--- src/rtl/mem_arb_pkg.sv ---
// Shared types for the unified memory arbiter: grant/FSM tags and region select bits.
package mem_arb_pkg;

   typedef enum logic [1:0] {
      S_IDLE  = 2'd0,
      S_IF    = 2'd1,
      S_DM_RD = 2'd2,
      S_DM_WR = 2'd3
   } arb_state_t;

   localparam logic REGION_IM = 1'b0;
   localparam logic REGION_DM = 1'b1;

endpackage

--- src/rtl/arb_rdata_hold.sv ---
// Per-port read data capture; the previous-cycle grant tag selects which port latches mem_r_data.
module arb_rdata_hold
   import mem_arb_pkg::*;
#(
   parameter int DATA_WIDTH = 16
) (
   input  logic                  clk,
   input  logic                  rst,
   input  arb_state_t            state,
   input  logic [DATA_WIDTH-1:0] mem_r_data,
   output logic [DATA_WIDTH-1:0] im_r_data,
   output logic [DATA_WIDTH-1:0] dm_r_data
);

   // Reset wins over capture so a read in flight at reset is dropped.
   always_ff @(posedge clk) begin
      if (rst) begin
         im_r_data <= '0;
         dm_r_data <= '0;
      end else begin
         if (state == S_IF)    im_r_data <= mem_r_data;
         if (state == S_DM_RD) dm_r_data <= mem_r_data;
      end
   end

endmodule

--- src/rtl/unified_mem_arbiter.sv ---
// Single-port SRAM arbiter between IF and MEM ports: DM priority with a bounded IF starvation window.
module unified_mem_arbiter
   import mem_arb_pkg::*;
#(
   parameter int ADDR_WIDTH = 8,
   parameter int DATA_WIDTH = 16,
   parameter int MAX_STARVE = 3
) (
   input  logic                  clk,
   input  logic                  rst,
   input  logic                  im_rd,
   input  logic [ADDR_WIDTH-1:0] im_addr,
   output logic [DATA_WIDTH-1:0] im_r_data,
   output logic                  im_wait,
   input  logic                  dm_rd,
   input  logic                  dm_wr,
   input  logic [ADDR_WIDTH-1:0] dm_addr,
   input  logic [DATA_WIDTH-1:0] dm_w_data,
   output logic [DATA_WIDTH-1:0] dm_r_data,
   output logic                  dm_wait,
   output logic                  mem_en,
   output logic                  mem_we,
   output logic [ADDR_WIDTH:0]   mem_addr,
   output logic [DATA_WIDTH-1:0] mem_w_data,
   input  logic [DATA_WIDTH-1:0] mem_r_data
);

   localparam logic [3:0] STARVE_LIM = 4'(MAX_STARVE);

   arb_state_t state_q, state_d;
   logic [3:0] starve_cnt;
   logic       dm_req;
   logic       force_if;

   // state_d doubles as the current grant tag.
   always_comb begin
      state_d    = S_IDLE;
      mem_en     = 1'b0;
      mem_we     = 1'b0;
      mem_addr   = '0;
      mem_w_data = '0;
      im_wait    = 1'b0;
      dm_wait    = 1'b0;
      dm_req     = dm_rd | dm_wr;
      force_if   = im_rd && (starve_cnt == STARVE_LIM);
      if (!rst) begin
         if (im_rd && (!dm_req || force_if)) state_d = S_IF;
         else if (dm_wr)                     state_d = S_DM_WR;
         else if (dm_rd)                     state_d = S_DM_RD;
         case (state_d)
            S_IF: begin
               mem_en   = 1'b1;
               mem_addr = {REGION_IM, im_addr};
            end
            S_DM_RD: begin
               mem_en   = 1'b1;
               mem_addr = {REGION_DM, dm_addr};
            end
            S_DM_WR: begin
               mem_en     = 1'b1;
               mem_we     = 1'b1;
               mem_addr   = {REGION_DM, dm_addr};
               mem_w_data = dm_w_data;
            end
            default: ;
         endcase
         im_wait = im_rd && (state_d != S_IF);
         dm_wait = dm_req && (state_d == S_IF);
      end
   end

   always_ff @(posedge clk) begin
      if (rst) state_q <= S_IDLE;
      else     state_q <= state_d;
   end

   always_ff @(posedge clk) begin
      if (rst)
         starve_cnt <= '0;
      else if (!im_rd || state_d == S_IF)
         starve_cnt <= '0;
      else if (starve_cnt < STARVE_LIM)
         starve_cnt <= starve_cnt + 4'd1;
   end

   arb_rdata_hold #(
      .DATA_WIDTH (DATA_WIDTH)
   ) u_rdata_hold (
      .clk        (clk),
      .rst        (rst),
      .state      (state_q),
      .mem_r_data (mem_r_data),
      .im_r_data  (im_r_data),
      .dm_r_data  (dm_r_data)
   );

endmodule

--- config.mk ---
export PLATFORM = sky130hd
export DESIGN_NAME = unified_mem_arbiter
export DESIGN_NICKNAME = d
export VERILOG_FILES = /design/src/rtl/mem_arb_pkg.sv /design/src/rtl/arb_rdata_hold.sv /design/src/rtl/unified_mem_arbiter.sv
export SDC_FILE = /design/constraint.sdc
export NUM_CORES = 1
export LEC_CHECK = 0
export CORE_MARGIN = 2
export CORE_UTILIZATION = 35
export DETAILED_ROUTE_END_ITERATION = 10
export GPL_ROUTABILITY_DRIVEN = 0
export PLACE_DENSITY = 0.81
export SKIP_LAST_GASP = 1
export SLEW_MARGIN = 15
export SYNTH_ARGS = -nofsm -noshare
export SYNTH_HDL_FRONTEND = slang
export SYNTH_SLANG_ARGS = --single-unit
--- constraint.sdc ---
create_clock -name clk -period 2.1 [get_ports clk]
set_input_delay 0.315 -clock clk [delete_from_list [all_inputs] [get_ports clk]]
set_output_delay 0.315 -clock clk [all_outputs]
set_load 0.05 [all_outputs]
==> results.yml <==
setup_path:
  r2r_start: "starve_cnt[1]"
  reg2reg_depth: 5
  path_class: "primary input to primary output"
  crit_path_start_kind: "primary input"
  r2r-end: "state_q[1]"
  reg2reg_slack_ns: 0.73
  cp.arrival_ns: 1.80
  worstPathRequired_ns: 1.78
  end_kind: "primary output"
  crit_fanout: 6
floorplan:
  start_util_pct: 36.3
  num_rows: 25
  fp.dieH_um: 73.8
  dieArea_sq_mm: 0.00544
  core_region_area_sq_mm: 0.00469
  ios: 114
  die_x_um: 73.8
route:
  dr.pass1.iters: 4
  viasPerCell: 4.92
  vias: 1935
  wl_per_cell_um: 14.3
  drtAntennaViolNets: 0
  routed_wl_um: 5610
  drc: 0
  dr.first_iter.drc_count: 49
run_status:
  violations: "negative setup slack"
  status: "finished, violations left"
global_route:
  antenna_found_initial: 0
  grt_use_total_pct: 21.4
  grt_pass1_vias: 1960
  grt_remaining_overflow: 0
  grt_max_degree: 33
  grt_pass1_wl_um: 8970
clocking:
  cts_max_path_buffers: 2
  path_clk_slew_ns: 0.07
  hold_buffers: 0
  clock-root-buffer: "clkbuf_8"
  numCtsBuffers: 5
  h-tree-depth: 2
  clock_sinks: 38
  clkLatencyLatePin_ns: 0.29
  cts_tree: "yes"
logic_synthesis:
  synth_edf_count: 0
  synth_top_area_share_pct: 44.7
  postSynthCellCount: 218
  ys_ff_latch: 38
  synthTopCellsByArea: "dfxtp_1, nand2_1, a21oi_1"
  synth_cell_types: 22
  syn_area_per_cell_sq_um: 7.81
  seq_area_frac_synth_pct: 44.7
  synth_area_leader_cell: "dfxtp_1"
  ys.flop_type: "dfxtp_1"
  syn_area_sq_mm: 0.00170
  synthArstFlopShare_pct: 0
  yosys_warnings: 0
  synth_nets: 272
cells_and_area:
  layout.nets: 392
  fin_util_pct: 74.5
  final_cell_mix: "clkdlybuf4s50_1, nand2_1, dfxtp_1"
  fillers: 325
  post_layout_nonfiller_instances: 393
  layout_commonest_cell: "clkdlybuf4s50_1"
  drive_gt1_share_pct: 24.2
  syn_to_final_growth_pct: 105
  antennaDiodeCount: 0
hold_path:
  min_path_cells: 2
  min_to: "u_rdata_hold.im_r_data[14]"
  worstHoldStart: "u_rdata_hold.im_r_data[14]"
  hp-class: "flip-flop to flip-flop"
sta:
  tightest_slew_ns: 0.670
  finalHoldViolCount: 0
  skew_ns: 0.00580
  slew_headroom_pct: 55.3
  fin_crit_ns: 2.11
  setup_violations: 6
  fmax_mhz: 473
  fin_tns_setup_ns: -0.0489
  timing.final.ws_setup_ns: -0.0124
  drv_slew: 0
  fin_crit_sh_pct: 101
  rsz0062_at_grt: "true"
power:
  p_leak_uw: 0.00135
  seqPwrFrac_pct: 39.0
  p_per_area_mw_per_mm2: 569
  switching_share_pct: 32.2
  internal_power_uw: 1350
  comb_power_share_pct: 35.4
  power_uw: 1990
  switchingPower_uw: 640
  clkPwrFrac_pct: 25.5
  ir_drop_v: 0.000309
place:
  post-place-ws_ns: -0.000541
  io_buffers: 113
  post-dp-hpwl_um: 3940
  dp_cells: 378
job:
  maxCapViolations: 0
-- state kept, by name, indices dropped and copies added (netlist names) --
register,flops
state_q,2
starve_cnt,4
u_rdata_hold.im_r_data,16
u_rdata_hold.dm_r_data,16
-- synthesized netlist by cell type, drive strengths merged, types with 2 or more instances --
library cell,instances
a21oi,34
and2,18
and3,2
buf,10
clkbuf,5
dfxtp,38
mux2i,9
nand2,73
nand2b,10
nor2,8
nor2b,2
o21ai,2
-- critical path, cell delays in order --
cell and delay [ns]:
clkdlybuf4s50_1 0.55, nor2_1 0.12, o21ai_4 0.20, buf_12 0.18, mux2i_4 0.26, buf_12 0.16
-- power groups by stage --
stage	Clock (uW)	Sequential [uW]	Combinational, uW
after floorplan	0	899	223
after global placement	0	790	646
after detailed placement	0	792	653
after CTS	518	776	699
after global routing	546	780	740
final	508	776	704
-- per-stage QoR --
step	cell area (sq um)	hold slack (ns)
detailed placement	3180	0.446
global route	3490	0.472
global placement	3180	0.441
finish	3490	0.453
floorplan	1700	0.451
CTS	3460	0.455
-- metal layers --
metal | GRT usage (%) | vias up | part of all wire, %
met1 | 23.1 | 892 | 39
met4 | 6.87 | 0 | 1.7
met5 | 0 | - | 0
met3 | 9.74 | 11 | 10
met2 | 36.9 | 96 | 50
li1 | - | 936 | -
-- kinds of logic after synthesis --
family	after synthesis	share of synthesized area, %
compound gates	38	12.6
buf+inv	16	5.29
simple gates	116	31.4
fa+ha+maj	1	0.735
mux	9	5.29
flops	38	44.7
-- layout make-up --
class / count / area [sq um] / area share, %
Clock buffer: 7 / 86.3 / 2.47
Clock inverter: 1 / 5.00 / 0.143
Inverter: 1 / 3.75 / 0.107
Multi-Input combinational cell: 164 / 1010 / 29.0
Sequential cell: 38 / 763 / 21.8
Tap cell: 54 / 67.6 / 1.93
Timing Repair Buffer: 128 / 1560 / 44.5
-- timing repair --
| action | 4_1_cts | 5_1_grt |
|---|---|---|
| gates resized for setup | 29 | 11 |
| cloned | 1 | 1 |
| endpoints found under the hold margin | 0 | 0 |
| setup buffers | 4 | 4 |
| pin swaps | 0 | 11 |
| endpoints found under the setup margin | 24 | 28 |
-- worst max path at each step --
stage / cells after the start / end / startpoint / slack (ns)
floorplan: 5 / mem_addr[1] / starve_cnt[0] / -0.09
global placement: 5 / mem_addr[0] / rst / 0.02
detailed placement: 6 / mem_addr[2] / dm_wr / -0.0005
CTS: 7 / mem_w_data[4] / starve_cnt[0] / -0.02
global route: 5 / im_wait / rst / -0.08
finish: 6 / mem_addr[7] / dm_wr / -0.01
Note: power is estimated with default switching activity, not from simulation.
